<file path="src/rtl/if_id_stage_pkg.sv">
// Shared pipeline definitions for the fetch / IF-ID stage: reset vector,
// NOP encoding, fetch FSM states and small address helpers.
package if_id_stage_pkg;

  localparam logic [31:0] RESET_PC_DEFAULT = 32'h0000_3000;
  localparam logic [31:0] NOP_INSTR        = 32'h0000_0000;

  typedef enum logic [1:0] {
    ST_FETCH = 2'd0,
    ST_HOLD  = 2'd1,
    ST_DROP  = 2'd2
  } fetch_state_e;

  typedef struct packed {
    logic [31:0] instr;
    logic [31:0] pc4;
  } ifid_entry_t;

  function automatic logic [31:0] word_align(input logic [31:0] addr);
    return addr & ~32'd3;
  endfunction

  // J-type destination: upper nibble of the delay-slot pc, 26-bit word index.
  function automatic logic [31:0] jump_target(input logic [3:0]  pc4_hi,
                                              input logic [25:0] jidx);
    return {pc4_hi, jidx, 2'b00};
  endfunction

endpackage

</file>
<file path="src/rtl/if_id_stage_npc_sel.sv">
// Next-PC selection: sequential pc+4 or a redirect from a valid IF/ID entry
// (taken branch has priority over jump).
module npc_sel
  import if_id_stage_pkg::*;
(
  input  logic [31:0] pc,
  input  logic        ifid_valid,
  input  logic [3:0]  ifid_pc4_hi,
  input  logic [25:0] ifid_jidx,
  input  logic        branch_taken,
  input  logic [31:0] branch_target,
  input  logic        jump,
  output logic        redirect,
  output logic [31:0] pc_plus4,
  output logic [31:0] redirect_pc
);

  always_comb begin
    pc_plus4 = pc + 32'd4;
    redirect = ifid_valid & (branch_taken | jump);
    if (branch_taken) begin
      redirect_pc = word_align(branch_target);
    end else begin
      redirect_pc = jump_target(ifid_pc4_hi, ifid_jidx);
    end
  end

endmodule

</file>
<file path="src/rtl/if_id_stage.sv">
// Instruction fetch with IF/ID pipeline register, one-entry skid buffer for
// stalls, and redirect handling that can drop an in-flight memory response.
module if_id_stage
  import if_id_stage_pkg::*;
#(
  parameter logic [31:0] RESET_PC = RESET_PC_DEFAULT
) (
  input  logic        clk,
  input  logic        rst_n,
  output logic        imem_req,
  output logic [31:0] imem_addr,
  input  logic        imem_ready,
  input  logic [31:0] imem_rdata,
  input  logic        stall,
  input  logic        branch_taken,
  input  logic [31:0] branch_target,
  input  logic        jump,
  output logic [31:0] ifid_instr,
  output logic [31:0] ifid_pc4,
  output logic        ifid_valid,
  output logic [5:0]  opcode,
  output logic [5:0]  funct,
  output logic [31:0] fetch_count
);

  fetch_state_e state_q, state_d;
  logic         run_q, run_d;
  logic [31:0]  pc_q, pc_d;
  logic [31:0]  drop_addr_q, drop_addr_d;
  ifid_entry_t  ifid_q, ifid_d;
  logic         ifid_valid_q, ifid_valid_d;
  ifid_entry_t  skid_q, skid_d;
  logic [31:0]  fetch_count_q, fetch_count_d;

  logic         redirect;
  logic [31:0]  pc_plus4;
  logic [31:0]  redirect_pc;

  npc_sel u_npc_sel (
    .pc            (pc_q),
    .ifid_valid    (ifid_valid_q),
    .ifid_pc4_hi   (ifid_q.pc4[31:28]),
    .ifid_jidx     (ifid_q.instr[25:0]),
    .branch_taken  (branch_taken),
    .branch_target (branch_target),
    .jump          (jump),
    .redirect      (redirect),
    .pc_plus4      (pc_plus4),
    .redirect_pc   (redirect_pc)
  );

  // run_q keeps the request low until the first edge after reset release.
  always_comb begin
    state_d       = state_q;
    run_d         = 1'b1;
    pc_d          = pc_q;
    drop_addr_d   = drop_addr_q;
    ifid_d        = ifid_q;
    ifid_valid_d  = ifid_valid_q;
    skid_d        = skid_q;
    fetch_count_d = fetch_count_q;
    imem_req      = 1'b0;
    imem_addr     = pc_q;

    if (run_q) begin
      unique case (state_q)
        ST_FETCH: begin
          imem_req = 1'b1;
          if (redirect) begin
            pc_d         = redirect_pc;
            ifid_valid_d = 1'b0;
            if (!imem_ready) begin
              state_d     = ST_DROP;
              drop_addr_d = pc_q;
            end
          end else if (imem_ready) begin
            pc_d = pc_plus4;
            if (stall) begin
              skid_d  = '{instr: imem_rdata, pc4: pc_plus4};
              state_d = ST_HOLD;
            end else begin
              ifid_d        = '{instr: imem_rdata, pc4: pc_plus4};
              ifid_valid_d  = 1'b1;
              fetch_count_d = fetch_count_q + 32'd1;
            end
          end
        end
        // HOLD always owns a full skid entry; a redirect simply abandons it.
        ST_HOLD: begin
          if (redirect) begin
            pc_d         = redirect_pc;
            ifid_valid_d = 1'b0;
            state_d      = ST_FETCH;
          end else if (!stall) begin
            ifid_d        = skid_q;
            ifid_valid_d  = 1'b1;
            fetch_count_d = fetch_count_q + 32'd1;
            state_d       = ST_FETCH;
          end
        end
        ST_DROP: begin
          imem_req  = 1'b1;
          imem_addr = drop_addr_q;
          if (imem_ready) begin
            state_d = ST_FETCH;
          end
        end
        default: begin
          state_d = ST_FETCH;
        end
      endcase
    end
  end

  always_ff @(posedge clk or negedge rst_n) begin
    if (!rst_n) begin
      state_q       <= ST_FETCH;
      run_q         <= 1'b0;
      pc_q          <= word_align(RESET_PC);
      ifid_q        <= '0;
      ifid_valid_q  <= 1'b0;
      fetch_count_q <= '0;
    end else begin
      state_q       <= state_d;
      run_q         <= run_d;
      pc_q          <= pc_d;
      ifid_q        <= ifid_d;
      ifid_valid_q  <= ifid_valid_d;
      fetch_count_q <= fetch_count_d;
    end
  end

  always_ff @(posedge clk) begin
    skid_q      <= skid_d;
    drop_addr_q <= drop_addr_d;
  end

  always_comb begin
    ifid_instr  = ifid_valid_q ? ifid_q.instr : NOP_INSTR;
    ifid_pc4    = ifid_q.pc4;
    ifid_valid  = ifid_valid_q;
    opcode      = ifid_instr[31:26];
    funct       = ifid_instr[5:0];
    fetch_count = fetch_count_q;
  end

endmodule
</file>
<file path="config.mk">
export PLATFORM = sky130hd
export DESIGN_NAME = if_id_stage
export DESIGN_NICKNAME = d
export VERILOG_FILES = /design/src/rtl/if_id_stage_pkg.sv /design/src/rtl/if_id_stage_npc_sel.sv /design/src/rtl/if_id_stage.sv
export SDC_FILE = /design/constraint.sdc
export NUM_CORES = 1
export LEC_CHECK = 0
export CORE_MARGIN = 5
export CORE_UTILIZATION = 52
export DETAILED_ROUTE_END_ITERATION = 10
export PLACE_DENSITY = 0.8
export RECOVER_POWER = 50
export SLEW_MARGIN = 20
export SYNTH_ARGS = -nofsm -noshare
export SYNTH_HDL_FRONTEND = slang
export SYNTH_SLANG_ARGS = --single-unit
</file>
<file path="constraint.sdc">
create_clock -name clk -period 6.3 [get_ports clk]
set_input_delay 0.945 -clock clk [delete_from_list [all_inputs] [get_ports clk]]
set_output_delay 0.945 -clock clk [all_outputs]
set_load 0.02 [all_outputs]
</file>
==> Word level (Yosys, flattened, before mapping) <==
Index checks and enable logic that the tools add are counted.
Widths: inputs -> output; s select.
{ "totals": {"regBits": 228, "in_bits": 70, "out_inout_bits": 142} }
{ "op_classes": {"n_mux": 34, "bitwise_logic": 4, "n_eq_ne": 13, "reduce_logical": 10, "add_sub_neg": 2} }
{ "op_table": {"columns": ["cell", "n"], "rows": [
  ["$mux 32", 11],
  ["$mux 64", 5],
  ["$pmux 32 s2", 2],
  ["$pmux 64 s2", 1],
  ["$add 32x1->32 const B", 1],
  ["$add 32x3->32 const B", 1],
  ["$mux 2", 7],
  ["$ne 2x2->1 const B", 7],
  ["$ne 3x3->1 const B", 4],
  ["$reduce_and 5->1", 2],
  ["$reduce_and 4->1", 2],
  ["$reduce_and 7->1", 1],
  ["$mux 1", 6],
  ["$pmux 2 s3", 1],
  ["$reduce_and 6->1", 1],
  ["$reduce_and 3->1", 1],
  ["$eq 2x1->1 const B", 1],
  ["$eq 2x2->1 const B", 1],
  ["$logic_not 2->1", 1],
  ["$not 1->1", 2],
  ["$pmux 1 s2", 1],
  ["$reduce_bool 2->1", 1],
  ["$reduce_or 2->1", 1],
  ["$and 1x1->1", 1],
  ["$or 1x1->1", 1]
]} }

==> Depth between registers and ports, before layout <==
Gate-level depths: netlist of run 1.
{ "logic_depth": {"ltp_word": 5, "ltp_mapped": 8} }

==> Modules after synthesis <==
From an unflattened synthesis of run 1, not the netlist that was laid out.
{ "hier_totals": {"cells_unflattened": 914, "area_unflattened_um2": 10940.5} }
{ "modules_own_cells": {"columns": ["module", "seq_area_each_um2", "cells_per_inst", "area_per_inst_um2", "n_inst"], "rows": [
  ["if_id_stage", 6188.4, 795, 9964.6, 1],
  ["npc_sel", 0.0, 119, 975.9, 1]
]} }

==> Worst setup path after synthesis of run 1 <==
Ideal clock, no wire load.
{ "synth_timing": {"kind": "input -> register", "startpoint": "input port branch_taken", "endpoint": "register skid_q[10] in the netlist's numbering (enable)", "setup_time_ns": 0.558, "t_required_ns": 5.742, "cell_stages": 4, "arrival_ns": 5.770, "slack_ns": -0.028, "cell_sequence": "clkbuf_1 -> o21ai_1 -> nand2_1 -> nor3_1"} }
{ "synth_via": {"elab_chain_cells": 4} }
{ "synth_lines": {"columns": ["item", "line_no", "text"], "rows": [
  ["from (decl)", "if_id_stage.sv:15", "input logic branch_taken,"],
  ["$or 1x1->1", "if_id_stage_npc_sel.sv:20", "redirect = ifid_valid & (branch_taken | jump);"],
  ["$and 1x1->1", "if_id_stage_npc_sel.sv:20", null],
  ["$not 1->1 (no source line)", null, null],
  ["$reduce_and 5->1 (no source line)", null, null],
  ["to (signal assigned)", "if_id_stage.sv:134", "skid_q <= skid_d;"],
  ["to (decl)", "if_id_stage.sv:32", "ifid_entry_t skid_q, skid_d;"]
]} }
No other way between the ends.
A chain may end at the register's enable or synchronous reset.

==> Worst setup path in the final report of run 1 <==
{ "layout_timing": {"startpoint": "input port branch_taken", "endpoint": "register skid_q[2] in the netlist's numbering (enable)"} }
The elaborated chain is that of the path after synthesis.

==> results of run 1 <==
==> Yosys cell counts, drive strengths merged (3+ instances only) <==
library cell	count	area [sq um]
a21oi	28	140
a221o	9	90.1
a31oi	38	238
a32o	3	30.0
and2	34	213
and3	16	100
and4	6	53.8
buf	58	407
clkbuf	57	215
dfrtp	126	3150
edfxtp	92	2760
inv	7	26.3
mux2	40	450
mux2i	21	210
nand2	129	484
nand2b	5	31.3
nand3	41	205
nand4	25	171
nor2	75	282
nor2b	7	43.8
nor3	18	90.1
nor4	10	83.8
o21ai	41	205
o221ai	4	35.0
o22ai	8	50.1
o31a	3	27.5
or2	6	37.5
or3	9	57.6
xnor2	42	368
xor2	12	113
==> cells by family (layout without fill, tap and decap cells) <==
kind of cell / Yosys count / in the layout / synth area share
xor gates and xnor gates: 54 / 54 / 0.0449
muxes: 61 / 61 / 0.0618
buffers and inverters: 122 / 270 / 0.0606
and+or+nand+nor: 386 / 386 / 0.177
AOI/OAI and AO/OA: 157 / 157 / 0.0944
other: 2 / 6 / 0.000702
adders and majority gates: 2 / 2 / 0.00234
DFF: 220 / 220 / 0.558
==> cell type report <==
class / instances / area (sq um)
diodes: 1 / 2.50
clock buffers: 35 / 744
clock inverters: 9 / 51.3
fillers: 1544 / 6850
inverters: 7 / 26.3
multi-input cells: 665 / 4120
flip-flops and latches: 220 / 5970
well taps: 270 / 338
repair buffers: 219 / 2140
==> per-stage QoR <==
step                      setup slack, ps   util  cells  area, sq um  total power [mW]
after global placement               2440  0.624   1381        12600              4.78
after global routing                 1380  0.662   1426        13400              6.49
after floorplan                      1030      -   1007        10700              3.86
after CTS                            2750  0.663   1425        13400              6.24
final                                1760  0.662   1426        13400              6.16
after detailed placement             2350  0.624   1381        12600              4.84
==> metal layers <==
layer | global-route usage | share of wire | wire length (um)
met1 | 0.328 | 0.42 | 11800
met4 | 0.0643 | 0.026 | 744
met2 | 0.363 | 0.46 | 13000
met5 | 0 | 0 | 0
met3 | 0.0597 | 0.093 | 2610
==> worst max-delay path, cell delays in order <==
cell      delay (ps)
clkbuf_1         820
o21ai_0          420
clkbuf_1         680
nand2_1          180
nor3_1           320
clkbuf_1        1230
==> flip-flops by register name, indices dropped and copies added (netlist names) <==
signal	count
skid_q	62
state_q	2
run_q	1
drop_addr_q	30
ifid_valid	1
ifid_pc4	30
fetch_count	32
pc_q	30
ifid_q	32
==> power by group <==
group | switching, mW | internal (mW) | total, mW
registers | 0.419 | 1.89 | 2.31
clock network | 0.573 | 0.821 | 1.39
logic | 1.35 | 1.10 | 2.45
total | 2.35 | 3.81 | 6.16
==> worst min-delay path by stage <==
stage                     from         endpoint  slack (ps)  cells past startpoint
2_1_floorplan          pc_q[4]   drop_addr_q[4]         420                      0
3_3_place_gp   fetch_count[31]  fetch_count[31]         460                      1
3_5_place_dp   fetch_count[31]  fetch_count[31]         460                      1
4_1_cts                  rst_n      ifid_pc4[4]         450                      1
5_1_grt        fetch_count[31]  fetch_count[31]         480                      1
6_report       fetch_count[31]  fetch_count[31]         460                      1
==> run metrics, run 1 <==
Slew @ Worst Pin=3680 ps; launch point of the worst reg-to-reg path=ifid_valid; layout cells sized above 1=0.0952; Leak=5.30 nW; post-CTS setup buffers=0; status=finished, violations left; commonest non-fill, non-tap cell in the layout=nand2_1; Final nets=1,209; synthesized cell area=0.0107 sq mm; ys async rst share=0.582; CP Launch Point=branch_taken; CP arrival=4640 ps; total of warnings raised by yosys=0; PortBufs=205; Cell variety after synth=66; total CTS buffers=24; number of global-route vias before repair=8,293; failing checks=max-capacitance violations, max-slew violations; site row count=52; largest net degree at the start of global routing=72; Final Hold Vio Count=0; most frequent cells in the layout=nand2_1, dfrtp_1, clkdlybuf4s50_1, edfxtp_1, dlygate4sd3_1; cells on worst reg2reg path=5; Antenna Nets Post-Route=0; DRT iter0 DRCs=578; root buffer cell=clkbuf_16; RR Endpoint=skid_q[2]; end point of the critical path=skid_q[2]; Max VDD drop=0.324 mV; H-tree depth=1; FF-to-FF setup slack=2650 ps; Pwr Density=460 mW/mm^2; Crit Path Category=input port to register; grt ovf=0; Die ar.=0.0235 sq mm; clock buffer depth=3; TritonCTS clock tree=built; Core Box Area=0.0202 sq mm; # hold bufs at CTS=0; Pins Over Slew Limit=131; register area share after synthesis=0.558; RSZ-0062 raised after global routing=no; Setup Skew=18.3 ps; startpoint types=input port; post-route clock period utilization=0.720; Hold WC Path Type=register to register; setup total negative slack=0 ps; Die W=153 um; insertion delay to the later sink of the worst-skew pair=520 ps; top_reg_cell synth=dfrtp_1; Max Clk Rate=220 MHz; Min Hold Slack=464 ps; number of synthesized flops with an enable pin=92; Sink Count=220; final WL=28,200 um; crit path time final=4540 ps; first-pass GRT wire length=45,100 um; Required @ worst endpoint=6400 ps; drt pass-1 iters=6; setup violators final=0; residual DRC count=0; crit end category=register; GRT Overall Usage=0.233; Synth Instances=1,004; CTS clk-pin slew, worst paths=60 ps; cts repair resizes=0; gp weighted congestion=0.836; max_cap viols=3; Final HPWL DP=19,200 um; DR vias=8,281; Max-slew headroom=-1.45; maximum fanout along the worst path=34; Starting Density=0.529; drt wl/cell=19.8 um; top-level port count=212; DIE HEIGHT=153 um; initial antenna violation count=1; via density per instance=5.81; Mean Syn Cell Area=10.7 sq um; area added between synthesis and finish=25.2%; Yosys reg bits=220
(Power assumes the default switching activity.)
==> run 2: changes to the inputs <==
clock period = 4.35 ns   (was 6.3 ns; I/O delays follow)
==> run metrics, run 2 (synthesized netlist as in run 1, its figures left out) <==
Starting Density=0.529; Pwr Density=662 mW/mm^2; Sink Count=220; Antenna Nets Post-Route=0; area added between synthesis and finish=25.3%; launch point of the worst reg-to-reg path=ifid_valid; Internal Power=5.50 mW; CTS clk-pin slew, worst paths=60 ps; hold depth=2; max_cap viols=2; Final Hold Vio Count=0; Setup Skew=11.6 ps; Required @ worst endpoint=3700 ps; # hold bufs at CTS=0; status=finished, violations left; layout cells sized above 1=0.0930; final WL=27,800 um; post-CTS setup buffers=0; startpoint types=register; H-tree depth=1; worst-path cell chain=nor2b_1 -> nand2_1 -> buf_4 -> mux2_2 -> clkdlybuf4s50_1; TritonCTS clock tree=built; first-pass GRT wire length=44,900 um; Die ar.=0.0235 sq mm; setup violators final=0; power share of the clock group=0.220; DRT iter0 DRCs=653; grt ovf=0; DIE HEIGHT=153 um; FF-to-FF setup slack=970 ps; drt wl/cell=19.4 um; Core Box Area=0.0202 sq mm; Leak=5.30 nW; most frequent cells in the layout=nand2_1, dfrtp_1, clkdlybuf4s50_1, dlygate4sd3_1, edfxtp_1; RSZ-0062 raised after global routing=no; CP Launch Point=run_q; failing checks=max-capacitance violations, max-slew violations; Pins Over Slew Limit=138; most flop-heavy register=skid_q; largest net degree at the start of global routing=108; dpl cell area=0.0127 sq mm; GRT Overall Usage=0.233; site row count=52; initial antenna violation count=4; setup total negative slack=0 ps; Die W=153 um; Max Clk Rate=287 MHz; crit path time final=3490 ps; maximum fanout along the worst path=22; net switching power=3.38 mW; top-level port count=212; Finished Core Util=0.663; switching share of power=0.381; via density per instance=5.70; total CTS buffers=25; max reg flops=62; Crit Path Category=register to primary output; PortBufs=205; Hold WC Path Type=register to register; setup ws final=862 ps; Final nets=1,215; final instance area=0.0134 sq mm; post-route clock period utilization=0.802; drt pass-1 iters=5; residual DRC count=0; dpl ws=1240 ps; cells on worst reg2reg path=6; DR vias=8,178; CP max stage delay=550 ps; number of global-route vias before repair=8,234; Max VDD drop=0.424 mV; Slew @ Worst Pin=2770 ps; root buffer cell=clkbuf_16; Reg power frac=0.377; insertion delay to the later sink of the worst-skew pair=520 ps; crit path max-delay cell type=clkdlybuf4s50_1; crit end category=primary output; commonest non-fill, non-tap cell in the layout=nand2_1; clock buffer depth=3; Max-slew headroom=-0.845; gp weighted congestion=0.845; Final HPWL DP=19,000 um; Comb pwr share=0.402; min-delay src=ifid_pc4[6]; CP arrival=2840 ps; cts repair resizes=0; Min Hold Slack=468 ps
run 2: final timing paths:
path,to
max,imem_addr[22]
min,ifid_pc4[6]
max reg2reg,pc_q[4]
min reg2reg,ifid_pc4[6]
max in group asynchronous,pc_q[22]
min in group asynchronous,ifid_pc4[2]
run 2: power groups by stage:
stage / clock network (mW) / logic, mW / registers (mW)
2_1_floorplan: 0 / 2.50 / 3.09
3_3_place_gp: 0 / 3.58 / 3.35
3_5_place_dp: 0 / 3.64 / 3.38
4_1_cts: 1.99 / 3.67 / 3.35
5_1_grt: 2.07 / 3.87 / 3.43
6_report: 1.96 / 3.57 / 3.35
run 2: through the flow:
stage | std cells | power [mW]
detailed placement | 1386 | 7.02
floorplan | 1007 | 5.59
global route | 1434 | 9.37
finish | 1434 | 8.88
global placement | 1386 | 6.93
CTS | 1431 | 9.01
run 2: metal layers:
metal	track usage	routed length, um
met5	0	10
met4	0.0563	622
met3	0.0605	2580
met2	0.364	12800
met1	0.328	11800
run 2: layout make-up:
cell class | instances | area, sq um
fillers | 1539 | 6830
flip-flops and latches | 220 | 5970
multi-input cells | 665 | 4140
repair buffers | 224 | 2170
clock buffers | 36 | 687
well taps | 270 | 338
clock inverters | 9 | 71.3
inverters | 7 | 26.3
diodes | 3 | 7.51
run 2: worst max-delay path, delay by kind of cell (launching register included):
| family | cells | cell delay (ps) |
|---|---|---|
| buffers and inverters | 2 | 950 |
| and+or+nand+nor | 2 | 510 |
| DFF | 1 | 430 |
| muxes | 1 | 420 |
